### src/rtl/dmem_arbiter.sv
// dmem_arbiter
//   Two-requester arbiter in front of a single-port data memory. The core
//   normally has priority; an external/debug requester that has waited
//   STARVE_LIMIT cycles without a grant gets priority for one grant.
//
// Ports
//   clk, rst_n                        clock, asynchronous active-low reset
//   c_req/c_we/c_addr/c_wdata         core request (held until granted)
//   c_gnt                             core request accepted this cycle
//   c_rvalid/c_rdata                  core read data, one cycle after grant
//   e_*                               same set for the external requester
//   mem_wr_en/mem_addr/mem_wr_data    memory write port and shared address
//   mem_rd_data                       combinational memory read data
module dmem_arbiter #(
  parameter int unsigned STARVE_LIMIT = 4
) (
  input  logic        clk,
  input  logic        rst_n,
  input  logic        c_req,
  input  logic        c_we,
  input  logic [31:0] c_addr,
  input  logic [31:0] c_wdata,
  output logic        c_gnt,
  output logic        c_rvalid,
  output logic [31:0] c_rdata,
  input  logic        e_req,
  input  logic        e_we,
  input  logic [31:0] e_addr,
  input  logic [31:0] e_wdata,
  output logic        e_gnt,
  output logic        e_rvalid,
  output logic [31:0] e_rdata,
  output logic        mem_wr_en,
  output logic [31:0] mem_addr,
  output logic [31:0] mem_wr_data,
  input  logic [31:0] mem_rd_data
);

  localparam logic [3:0] LIMIT = 4'(STARVE_LIMIT);

  typedef enum logic {CORE_PRI = 1'b0, EXT_PRI = 1'b1} pri_t;

  pri_t       state;
  logic [3:0] starve_cnt;
  logic [3:0] starve_cnt_nxt;

  // Grants are forced low while reset is asserted so that no access, and in
  // particular no write, can slip through during reset.
  always_comb begin
    c_gnt = 1'b0;
    e_gnt = 1'b0;
    if (rst_n) begin
      if (state == CORE_PRI) begin
        c_gnt = c_req;
        e_gnt = e_req & ~c_req;
      end else begin
        e_gnt = e_req;
        c_gnt = c_req & ~e_req;
      end
    end
  end

  // The core owns the address/data bus whenever the external side is not granted.
  always_comb begin
    mem_addr    = e_gnt ? e_addr  : c_addr;
    mem_wr_data = e_gnt ? e_wdata : c_wdata;
    mem_wr_en   = (c_gnt & c_we) | (e_gnt & e_we);
  end

  always_comb begin
    starve_cnt_nxt = starve_cnt;
    if (e_gnt || !e_req) begin
      starve_cnt_nxt = 4'd0;
    end else if (starve_cnt < LIMIT) begin
      starve_cnt_nxt = starve_cnt + 4'd1;
    end
  end

  // Priority FSM and starvation counter
  always_ff @(posedge clk or negedge rst_n) begin
    if (!rst_n) begin
      state      <= CORE_PRI;
      starve_cnt <= 4'd0;
    end else begin
      starve_cnt <= starve_cnt_nxt;
      case (state)
        CORE_PRI: if (starve_cnt_nxt == LIMIT) state <= EXT_PRI;
        EXT_PRI:  if (e_gnt || !e_req)         state <= CORE_PRI;
        default:  state <= CORE_PRI;
      endcase
    end
  end

  // Read return stage: data captured at the grant edge, valid for one cycle
  always_ff @(posedge clk or negedge rst_n) begin
    if (!rst_n) begin
      c_rvalid <= 1'b0;
      e_rvalid <= 1'b0;
      c_rdata  <= 32'd0;
      e_rdata  <= 32'd0;
    end else begin
      c_rvalid <= c_gnt & ~c_we;
      e_rvalid <= e_gnt & ~e_we;
      if (c_gnt && !c_we) c_rdata <= mem_rd_data;
      if (e_gnt && !e_we) e_rdata <= mem_rd_data;
    end
  end

endmodule

### config.mk
export PLATFORM = sky130hd
export DESIGN_NAME = dmem_arbiter
export DESIGN_NICKNAME = d
export VERILOG_FILES = /design/src/rtl/dmem_arbiter.sv
export SDC_FILE = /design/constraint.sdc
export NUM_CORES = 1
export LEC_CHECK = 0
export ABC_AREA = 1
export BUFFER_PORTS_ARGS = -buffer_cell sky130_fd_sc_hd__buf_2
export CAP_MARGIN = 10
export CORE_AREA = 2 2 114 116
export CTS_BUF_LIST = sky130_fd_sc_hd__clkbuf_4
export DETAILED_ROUTE_END_ITERATION = 16
export DIE_AREA = 0 0 116 118
export GPL_TIMING_DRIVEN = 0
export SYNTH_ARGS = -nofsm -noshare
export SYNTH_HDL_FRONTEND = slang
export SYNTH_SLANG_ARGS = --single-unit
### constraint.sdc
create_clock -name clk -period 1.7 [get_ports clk]
set_clock_uncertainty 0.05 [all_clocks]
set_input_delay 0.085 -clock clk [delete_from_list [all_inputs] [get_ports clk]]
set_output_delay 0.085 -clock clk [all_outputs]
set_load 0.01 [all_outputs]
Word level (Yosys, flattened, before mapping) --
Index checks and enable logic that the tools add are counted.
Cells by class: equal/unequal tests 1, add/subtract/negate cells 1, bitwise operators 12, magnitude comparators 1, muxes and demuxes 11, reductions and logical operators 6
Operators with widths (count):
- two-way mux 32 bit | 2
- two-way mux 4 bit | 2
- bitwise AND 1 bit | 6
- two-way mux 1 bit | 6
- NOT 1 bit | 5
- adder 4 x 1 -> 4 bit, second input constant | 1
- == test 4 x 3 -> 1 bit, second input constant | 1
- < comparator 4 x 3 -> 1 bit, second input constant | 1
- logical NOT 1 bit | 3
- logical AND 1 bit | 2
- one-hot mux 1 bit (2 select lines) | 1
- logical OR 1 bit | 1
- bitwise OR 1 bit | 1
Word-level totals: logic and storage cells 38, register bits after elaboration 71

Logic depth before layout (Yosys ltp) --
Gate-level depths: netlist of run 1.
word-level depth 9, gate-level depth with buffers 9

Worst setup path after synthesis of run 1 --
OpenSTA, ideal clock, no wires.
path type flip-flop to flip-flop, start point register state, end point register c_rdata[24], setup time 130 ps, stages on the path, launching flop included 9, slack 462 ps, clock period less this slack 1238 ps, data arrival time 1058 ps, required time 1520 ps, cell sequence dfrtp_1 nand2_1 nand2_1 inv_2 nand2_1 buf_4 buf_6 nand2_1 o21ai_0
Between the ends: word-level cells in the longest chain between the ends 3
Ends and longest elaborated chain:
- start, declared | line 43 | pri_t state;
- start signal, assigned | line 82 | state <= CORE_PRI;
- start signal, assigned | line 87 | CORE_PRI: if (starve_cnt_nxt == LIMIT) state <= EXT_PRI;
- start signal, assigned | line 88 | EXT_PRI: if (e_gnt || !e_req) state <= CORE_PRI;
- two-way mux 1 bit | line 53 | if (state == CORE_PRI) begin
- two-way mux 1 bit | line 52 | if (rst_n) begin
- via c_gnt | line 23 | output logic c_gnt,
- logical AND 1 bit | line 104 | if (c_gnt && !c_we) c_rdata <= mem_rd_data;
- end signal, assigned | line 104
- end, declared | line 25 | output logic [31:0] c_rdata,
The timed path passes the listed nets, and every way through them passes these cells. A chain may end at the register's enable or synchronous reset.

Final worst setup path of run 1 --
start point register state, end point output mem_addr[14]
Between the ends: word-level cells in the longest chain between the ends 3
Ends and longest elaborated chain:
- two-way mux 1 bit | line 53
- two-way mux 1 bit | line 52
- two-way mux 32 bit | line 65 | mem_addr = e_gnt ? e_addr : c_addr;
- end, declared | line 34 | output logic [31:0] mem_addr,
Every way passes these cells.

==> summary.txt, run 1 <==
Detailed routing
  • Vias/cell: roughly 4.3
  • Antenna Violating Nets Remaining: 0
  • Wirelength per Cell: approximately 14 µm
  • Vias: 4,412
  • Total wire length: between 10 and 15 mm
  • Remaining DRCs: 0
  • DRT iter0 DRCs: 173
  • Initial DRT Pass Iterations: 4

Layout
  • Post-Layout Cell Count: 1,033
  • Storage cell area: 1780 µm²
  • Fraction of layout cells with a size suffix above 1: between 40% and 50%
  • # nets final: ~1.0k
  • Number of fill cells: 1,255
  • Design area: between 6000 and 7000 µm²
  • Area Growth Syn to Fin: 72.3%
  • # diodes: 0
  • Multi-input gate area: 1660 µm²

STA
  • Max Freq: 573 MHz
  • Final WS setup: -44.0 ps
  • RSZ-0062 raised after global routing: yes
  • Fin. max-slew vios: 0
  • # setup viols final: 50
  • Final Hold Viols: 0
  • Slew margin rel.: 71.0%
  • Period utilization: 103%
  • Final worst path period need: between 1500 and 2000 ps
  • Measured slew at the worst slew-check pin: 434 ps
  • Hold WS: 138 ps
  • Setup TNS: -1080 ps

Yosys
  • Largest family of logic cells by synthesized area: simple AND/OR/NAND/NOR gates
  • Distinct cells, synth: 18
  • Synth Area in Simple Gates: between 20 and 30%
  • Synth Net Count: 663
  • Post-synthesis compound-gate area fraction: 13.8%
  • Area of the mapped netlist: approximately 3800 µm²
  • Mapped Cells: 496
  • Mux cell area share after synthesis: 0%
  • Register area share after synthesis: 47.3%
  • Adder-cell share of the synthesized area: 0.333%
  • Synth warn: 0
  • Syn avg cell area: 7.58 µm²
  • Post-synthesis xor/xnor area fraction: 0%
  • Post-synthesis register bit count: 71

Worst setup path
  • CP Class: flip-flop to output port
  • R2R Path Start: state
  • Type of destination of the critical path: output port
  • R2r worst-path depth: 10
  • Setup slack, reg-to-reg: 130 ps
  • Arrival time at the worst endpoint: 1610 ps
  • Reg-to-reg endpoint: c_rdata[23]
  • Req. time, crit path: 1560 ps
  • Worst Setup Start Kind: flip-flop
  • Critical path fanouts, max: 9

Floorplanning
  • I/O Pins: 299
  • Core Area: 12,400 µm²
  • Chip Width: about 120 µm
  • Die ar.: 13,700 µm²
  • Die Ht: ~120 µm
  • Starting density of the core: between 30% and 40%
  • Site row count: 41

Power and ir drop
  • PwrDens: 750 nW/µm²
  • Total power: 4860 µW
  • Static leakage: 0.00387 µW
  • Max VDD drop: ~540 µV

Clocking
  • CTS buffer count: 9
  • CTS Sinks: 71
  • H-tree depth: 3
  • CTS clk-pin slew, worst paths: 120 ps
  • Worst-Skew Late Latency: 420 ps
  • CTS Buffer Depth: 2
  • Clock root cell: clkbuf_4
  • CTS tree: built

Placed design
  • Placed cell areas: 5490 µm²
  • Dpl hpwl: 10.8 mm
  • Cells after DPL: 967
  • PortBufs: 298
  • Routability cong.: 0.803

Hold path
  • Hold path startpoint: e_we
  • Hold depth: 6
  • Min-Delay Path Class: primary input to flip-flop
  • WHS Endpoint: e_rdata[23]

Status
  • Status: finished, violations left
  • Failing checks: negative setup slack

Global routing
  • Largest net degree at the start of global routing: 40
  • Residual overflow from global routing: 0
  • Initial antenna violation count: 0
  • First-pass GRT wire length: roughly 22 mm
  • Global Route Usage Sum: 20.6%
  • Vias in the first global route: 4,353

Flow run
  • Max Cap Viol: 0
## power breakdown
group | internal (µW) | switching, µW
sequential | 1980 | 158
clock | 322 | 590
combinational | 866 | 937
## cell usage in the layout, fill, tap and decap left out
cell,instances
nand2_2,20
inv_2,2
a21oi_4,1
nand2_1,250
o21ai_0,12
buf_8,7
ha_1,1
o21ai_1,12
nand3_1,2
clkinv_2,3
a21oi_1,1
buf_2,276
nand2_4,3
clkbuf_4,12
inv_1,45
o22ai_1,1
buf_4,12
clkbuf_2,1
clkinv_4,1
dfrtp_1,71
buf_6,36
clkbuf_1,1
dlygate4sd3_1,35
clkbuf_16,1
o21ai_2,43
buf_16,1
nor2_1,4
buf_12,7
## layout make-up
class / count / share of cell area [%]
Clock inverter: 4 / 0.367
Sequential cell: 71 / 27.4
Timing Repair Buffer: 350 / 34.0
Inverter: 47 / 2.72
Clock buffer: 11 / 1.28
Buffer: 28 / 5.22
Multi-Input combinational cell: 350 / 25.6
Tap cell: 172 / 3.32
## critical path, stage by stage, from the launching register on
cell	delay [ps]
dfrtp_1	410
inv_2	90
nand2_2	70
nand2_4	80
buf_12	150
buf_4	140
nand2_1	50
nand2_1	80
buf_6	120
## per-stage QoR
stage / setup WS [ps] / utilization, %
after CTS: -63.3 / 51.1
after global placement: -1020 / 44.0
after detailed placement: -284 / 44.2
after global routing: -129 / 52.2
final: -44.0 / 52.2
after floorplan: 462 / -
## logic make-up after synthesis
group	count (synthesis)
fa+ha+maj	1
simple gates	279
flops	71
compound gates	70
buf+inv	75
## registers in the layout, summed over array words and instances (netlist names)
signal,flops
c_rdata,32
e_rdata,32
starve_cnt,4
c_rvalid,1
e_rvalid,1
state,1
## repair_timing
item                       4_1_cts  5_1_grt
pin swaps                        8        2
cloned                           5        2
hold buffers                    39        0
hold endpoints to repair       140        0
resized for setup               71       30
setup endpoints to repair       65       75
setup buffers                    5        1
## layer usage
metal	part of all wire, %	vias up	track usage [%]
li1	-	2222	-
met1	39	1968	23.1
met2	49	195	37.0
met3	9.0	27	4.89
met4	2.8	0	8.04
met5	0	-	0
## cell usage after synthesis, drive strengths merged
cell / instances / area (µm²)
inv: 47 / 176
nor2: 4 / 15.0
dfrtp: 71 / 1780
a21oi: 2 / 13.8
buf: 25 / 211
o21ai: 67 / 497
ha: 1 / 12.5
nand3: 2 / 10.0
o22ai: 1 / 6.26
nand2: 273 / 1030
clkbuf: 3 / 11.3
## how the worst max path moves through the flow
stage                from              end  slack [ps]  depth (start not counted)
detailed placement  rst_n  mem_wr_data[19]        -280                          9
global route        state  mem_wr_data[20]        -130                          8
finish              state     mem_addr[14]         -40                          8
global placement    rst_n  mem_wr_data[19]       -1020                          8
CTS                 state   mem_wr_data[1]         -60                          8
floorplan           state      c_rdata[24]         460                          8
Power figures use the tool's default switching activity.
==> run 2, diff against run 1 <==
--- a/config.mk
+++ b/config.mk
@@ -8,10 +8,9 @@
 export ABC_AREA = 1
 export BUFFER_PORTS_ARGS = -buffer_cell sky130_fd_sc_hd__buf_2
 export CAP_MARGIN = 10
-export CORE_AREA = 2 2 114 116
-export CTS_BUF_LIST = sky130_fd_sc_hd__clkbuf_4
+export CORE_AREA = 2 2 116 118
 export DETAILED_ROUTE_END_ITERATION = 16
-export DIE_AREA = 0 0 116 118
+export DIE_AREA = 0 0 118 120
 export GPL_TIMING_DRIVEN = 0
 export SYNTH_ARGS = -nofsm -noshare
 export SYNTH_HDL_FRONTEND = slang
==> constraint.sdc (replaced) <==
create_clock -name clk -period 1.7 [get_ports clk]
set_clock_uncertainty 0.05 [all_clocks]
set_input_delay 0.085 -clock clk [delete_from_list [all_inputs] [get_ports clk]]
set_output_delay 0.085 -clock clk [all_outputs]
set_load 0.05 [all_outputs]
==> summary.txt, run 2 (synthesis gave the netlist of run 1 again) <==
Worst setup path
  • Worst Setup Start Kind: flip-flop
  • Arrival time at the worst endpoint: 1590 ps (-20 ps)
  • R2R Path Start: state
  • CP startpoint: state
  • Req. time, crit path: 1560 ps (about the same)
  • Critical path fanouts, max: 5 (-4)
  • Type of destination of the critical path: output port
  • CP Class: flip-flop to output port

Layout
  • # nets final: 1,025 (+0.098%)
  • Fraction of layout cells with a size suffix above 1: 58.7% (+9.2 points)
  • Biggest regs: c_rdata x32, e_rdata x32, starve_cnt x4
  • Most frequent cells in the layout: buf_2, nand2_1, nand2_2
  • Commonest non-fill, non-tap cell in the layout: buf_2
  • Final design utilization: 57.8% (+5.6 points)
  • # diodes: 0 (unchanged)
  • Post-Layout Cell Count: 1,038 (+0.48%)
  • Area Growth Syn to Fin: 99.6%

Power and ir drop
  • PwrDens: 1010 nW/µm² (+34%)
  • Static leakage: 0.00426 µW (+10%)
  • Max VDD drop: 738 µV (+38%)
  • Total power: 7540 µW (+55%)

STA
  • Setup TNS: -289 ps (+786 ps)
  • Fin. max-slew vios: 0 (unchanged)
  • Measured slew at the worst slew-check pin: 1010 ps (+580 ps)
  • # setup viols final: 30 (-40%)
  • Slew margin rel.: 32.1% (-39 points)
  • Max Freq: 579 MHz (+1.0%)
  • Final worst path period need: 1730 ps (-17.5 ps)
  • Final Hold Viols: 0 (unchanged)
  • Period utilization: 102% (-1.0 points)
  • RSZ-0062 raised after global routing: yes
  • Final WS setup: -26.5 ps (+17.5 ps)

Global routing
  • Largest net degree at the start of global routing: 26 (-35%)
  • Vias in the first global route: 4,527 (+4.0%)
  • Met3 global-route usage: 4.99% (+0.099 points)
  • First-pass GRT wire length: 23.3 mm (+7.4%)
  • Grt met1 use: 23.6% (+0.48 points)
  • Residual overflow from global routing: 0 (unchanged)
  • Met2 usage: 37.8% (+0.84 points)
  • Initial antenna violation count: 0 (unchanged)
  • Global Route Usage Sum: 21.0% (+0.40 points)
  • Global route hottest layer: met2

Hold path
  • Hold path startpoint: mem_rd_data[6]
  • Min-Delay Path Class: primary input to flip-flop

Placed design
  • PortBufs: 298 (unchanged)
  • Cells after DPL: 971 (+0.41%)
  • Dpl hpwl: 10.9 mm (+0.63%)
  • Routability cong.: 0.875 (+9.0%)

Clocking
  • CTS tree: built
  • CTS Buffer Depth: 2 (unchanged)
  • CTS buffer count: 9 (unchanged)
  • H-tree depth: 3 (unchanged)
  • Clock root cell: clkbuf_16
  • Worst-Skew Late Latency: 330 ps (-90 ps)
  • CTS Sinks: 71 (unchanged)
  • CTS clk-pin slew, worst paths: 60 ps (-60 ps)

Status
  • Status: finished, violations left
  • Failing checks: negative setup slack

Detailed routing
  • Total wire length: 16.4 mm (+12%)
  • Vias: 4,586 (+3.9%)
  • Remaining DRCs: 0 (unchanged)
  • Vias/cell: 4.42 (+3.4%)
  • Initial DRT Pass Iterations: 5 (+1)
  • DRT iter0 DRCs: 205 (+18%)
  • Antenna Violating Nets Remaining: 0 (unchanged)
  • Wirelength per Cell: 15.8 µm (+11%)

Floorplanning
  • Starting density of the core: 28.9% (-1.3 points)
  • I/O Pins: 299 (unchanged)
  • Die ar.: 14,200 µm² (+3.4%)
  • Site row count: 42 (+2.4%)
  • Core Area: 13,000 µm² (+4.6%)
  • Chip Width: 118 µm (+1.7%)
  • Die Ht: 120 µm (+1.7%)

Flow run
  • Max Cap Viol: 0 (unchanged)
run 2: cell count changes in the layout (fill, tap and decap cells not counted), moves of 5 or more:
cell,before,now
buf_2,276,233
buf_8,7,46
clkbuf_16,1,18
clkbuf_4,12,2
dlygate4sd3_1,35,30
nand2_1,250,174
nand2_2,20,85
nand2_4,3,14
run 2: path summary, 6_finish.rpt:
kind                                   endpoint  slack [ps]  depth (start not counted)
worst max-delay path            mem_wr_data[10]         -30                          8
worst min-delay path                 c_rdata[6]           2                          3
worst max register to register       e_rdata[3]         240                          9
worst min register to register      e_rdata[12]         420                          2
max in group asynchronous           c_rdata[19]         390                          4
min in group asynchronous           e_rdata[12]         500                          6
run 2: power breakdown:
part | switching, µW | internal (µW)
clock | 672 | 1320
sequential | 152 | 1990
combinational | 2330 | 1080
total | 3160 | 4390
run 2: cell type report:
class | instances | area, µm²
Buffer | 28 | 349
Multi-Input combinational cell | 350 | 1900
Sequential cell | 71 | 1780
Tap cell | 176 | 220
Inverter | 47 | 176
Timing Repair Buffer | 351 | 2760
Fill cell | 1128 | 5480
Clock inverter | 3 | 67.6
Clock buffer | 12 | 246
run 2: what timing repair did:
item	CTS	global route
pin swaps	15	36
endpoints found under the setup margin	66	65
hold buffers	33	0
gates cloned	6	9
resized for setup	189	130
endpoints found under the hold margin	119	0
buffers inserted	2	3
run 2: worst max-delay path, cell delays in order (launching register included):
cell       delay, ps
dfrtp_1          360
inv_2             60
a21oi_4          140
buf_12           140
clkbuf_16        150
clkbuf_16        140
nand2_2           50
nand2_2           60
buf_6            150
run 2: routing by layer:
layer	share of wire, %	wire, µm
met1	37	6080
met2	53	8630
met3	6.9	1140
met4	3.4	553
met5	0	0
run 2: metrics by stage:
| step | setup slack [ps] | instance area, µm² | hold WS [ps] |
|---|---|---|---|
| after global placement | -1190 | 5470 | 303 |
| after floorplan | 59.9 | 3760 | -261 |
| after global routing | -102 | 7500 | 14.2 |
| after CTS | -57.9 | 6820 | 0.134 |
| after detailed placement | -371 | 5500 | -43.5 |
| final | -26.5 | 7500 | 2.38 |
==> run 3, diff against run 2 <==
--- a/config.mk
+++ b/config.mk
@@ -8,10 +8,11 @@
 export ABC_AREA = 1
 export BUFFER_PORTS_ARGS = -buffer_cell sky130_fd_sc_hd__buf_2
 export CAP_MARGIN = 10
-export CORE_AREA = 2 2 116 118
+export CORE_AREA = 4 4 115 117
 export DETAILED_ROUTE_END_ITERATION = 16
-export DIE_AREA = 0 0 118 120
+export DIE_AREA = 0 0 119 121
 export GPL_TIMING_DRIVEN = 0
+export PLACE_DENSITY = 0.65
 export SYNTH_ARGS = -nofsm -noshare
 export SYNTH_HDL_FRONTEND = slang
 export SYNTH_SLANG_ARGS = --single-unit
==> summary.txt, run 3 (synthesis gave the netlist of run 1 again) <==
Placed design
  • Routability cong.: 0.857 (-2.0%)
  • Cells after DPL: 967 (-0.41%)
  • Dpl hpwl: 12.0 mm (+10%)
  • PortBufs: 298 (unchanged)

Layout
  • # nets final: 1,016 (-0.88%)
  • # diodes: 0 (unchanged)
  • Biggest regs: c_rdata x32, e_rdata x32, starve_cnt x4
  • Area Growth Syn to Fin: 81.0%
  • Fraction of layout cells with a size suffix above 1: 49.2% (-9.5 points)
  • Post-Layout Cell Count: 1,026 (-1.2%)
  • Number of fill cells: 1,121 (-0.62%)
  • Multi-input gate area: 1650 µm² (-13%)
  • Most frequent cells in the layout: nand2_1, buf_2, dfrtp_1
  • Storage cell area: 1780 µm² (unchanged)
  • Commonest non-fill, non-tap cell in the layout: nand2_1

Power and ir drop
  • PwrDens: 1050 nW/µm² (+4.3%)
  • Comb pwr share: 45.1% (-0.2 points)
  • Flop pwr share: 30.1% (+1.7 points)
  • Static leakage: 0.00398 µW (-6.7%)
  • Switching power: 3160 µW (+0.15%)
  • Switching Fraction: 44.3% (+2.5 points)
  • Max VDD drop: 700 µV (-5.1%)
  • Pint: 3970 µW (-9.4%)
  • Clock network power share: 24.8% (-1.6 points)

Detailed routing
  • Vias/cell: 4.30 (-2.8%)
  • Total wire length: 16.1 mm (-1.7%)
  • Initial DRT Pass Iterations: 5 (unchanged)
  • Wirelength per Cell: 15.7 µm (-0.53%)
  • Antenna Violating Nets Remaining: 0 (unchanged)
  • Remaining DRCs: 0 (unchanged)
  • DRT iter0 DRCs: 161 (-21%)
  • Vias: 4,408 (-3.9%)

Worst setup path
  • Req. time, crit path: 1560 ps (about the same)
  • Critical path fanouts, max: 10 (+5)
  • CP Class: flip-flop to output port
  • Worst Setup Start Kind: flip-flop
  • Type of destination of the critical path: output port
  • Arrival time at the worst endpoint: 1620 ps (+30 ps)

STA
  • Period utilization: 103% (+1.6 points)
  • Setup TNS: -938 ps (-649 ps)
  • Final worst path period need: 1750 ps (+27.6 ps)
  • Final Hold Viols: 0 (unchanged)
  • Max Freq: 570 MHz (-1.6%)
  • RSZ-0062 raised after global routing: yes
  • Hold WS: 7.72 ps (+5.33 ps)
  • # setup viols final: 53 (+77%)
  • Measured slew at the worst slew-check pin: 568 ps (-447 ps)
  • Slew margin rel.: 62.1% (+30 points)
  • Final WS setup: -54.1 ps (-27.6 ps)
  • Fin. max-slew vios: 0 (unchanged)

Global routing
  • Residual overflow from global routing: 0 (unchanged)
  • Largest net degree at the start of global routing: 36 (+38%)
  • First-pass GRT wire length: 23.8 mm (+1.9%)
  • Vias in the first global route: 4,413 (-2.5%)
  • Global Route Usage Sum: 21.3% (+0.33 points)
  • Initial antenna violation count: 0 (unchanged)

Floorplanning
  • Chip Width: 119 µm (+0.85%)
  • Core Area: 12,400 µm² (-4.8%)
  • I/O Pins: 299 (unchanged)
  • Starting density of the core: 30.4% (+1.4 points)
  • Die ar.: 14,400 µm² (+1.7%)
  • Site row count: 41 (-2.4%)
  • Die Ht: 121 µm (+0.83%)

Clocking
  • Clock root cell: clkbuf_16
  • CTS tree: built
  • Worst-Skew Late Latency: 320 ps (about the same)
  • CTS Buffer Depth: 2 (unchanged)
  • H-tree depth: 3 (unchanged)
  • CTS clk-pin slew, worst paths: 60 ps (about the same)
  • CTS Sinks: 71 (unchanged)
  • CTS buffer count: 9 (unchanged)

Status
  • Failing checks: negative setup slack
  • Status: finished, violations left

Flow run
  • Max Cap Viol: 0 (unchanged)

Hold path
  • Min-Delay Path Class: primary input to flip-flop
[run 3: cell types whose count changed in the layout (fill, tap and decap cells not counted), moves of 2 or more]
cell	delta
nand2_1	+78
nand2_2	-66
buf_8	-31
buf_6	+25
nand2_4	-12
clkbuf_16	-9
buf_4	+7
buf_12	-5
bufinv_16	-2
clkbuf_4	+2
clkinv_2	+2
inv_6	+2
[run 3: repair_timing]
action / 4_1_cts / 5_1_grt
gates resized for setup: 141 / 46
setup endpoints to repair: 65 / 65
hold buffers: 32 / 0
pin swaps: 1 / 7
endpoints found under the hold margin: 123 / 0
buffers inserted: 4 / 1
cloned: 6 / 1
[run 3: worst paths after layout]
path | from | to | slack [ps] | cells after the start
worst max-delay path | state | mem_wr_data[16] | -50 | 7
worst min-delay path | mem_rd_data[5] | e_rdata[5] | 8 | 3
worst max register to register | state | e_rdata[22] | 160 | 6
worst min register to register | c_rdata[4] | c_rdata[4] | 420 | 2
max in group asynchronous | rst_n | c_rdata[8] | 930 | 3
min in group asynchronous | rst_n | c_rdata[16] | 100 | 2
[run 3: worst max-delay path, stage by stage, from the launching register on]
cell and delay, ps:
dfrtp_1 360, inv_2 60, a21oi_4 230, buf_8 180, buf_12 140, nand2_1 70, nand2_2 90, buf_8 150
[run 3: area by class of cell]
type | count | area share [%]
Timing Repair Buffer | 342 | 34.9
Sequential cell | 71 | 26.1
Multi-Input combinational cell | 350 | 24.3
Buffer | 28 | 4.86
Clock buffer | 10 | 3.51
Tap cell | 172 | 3.16
Inverter | 47 | 2.59
Clock inverter | 6 | 0.626
[run 3: power groups by stage]
stage | Clock [µW] | Sequential (µW) | Combinational (µW)
CTS | 1810 | 2150 | 3180
floorplan | 0 | 3200 | 1020
finish | 1770 | 2150 | 3220
global route | 1870 | 2190 | 3380
detailed placement | 0 | 2170 | 2910
global placement | 0 | 2170 | 2880
[run 3: metal layers]
metal / track usage (%) / vias to the layer above / part of all wire (%)
met4: 8.91 / 0 / 3.2
met3: 5.69 / 27 / 7.8
li1: - / 2216 / -
met2: 38.0 / 190 / 52
met1: 24.0 / 1975 / 37
met5: 0 / - / 0
[run 3: stage by stage]
stage	worst slack, ps	total power [µW]	util (%)	area, µm²
floorplan	59.9	4220	-	3760
global placement	-1160	5050	44.2	5460
detailed placement	-232	5080	44.4	5490
CTS	-40.0	7140	53.8	6650
global route	-131	7440	55.0	6800
finish	-54.1	7130	55.0	6800
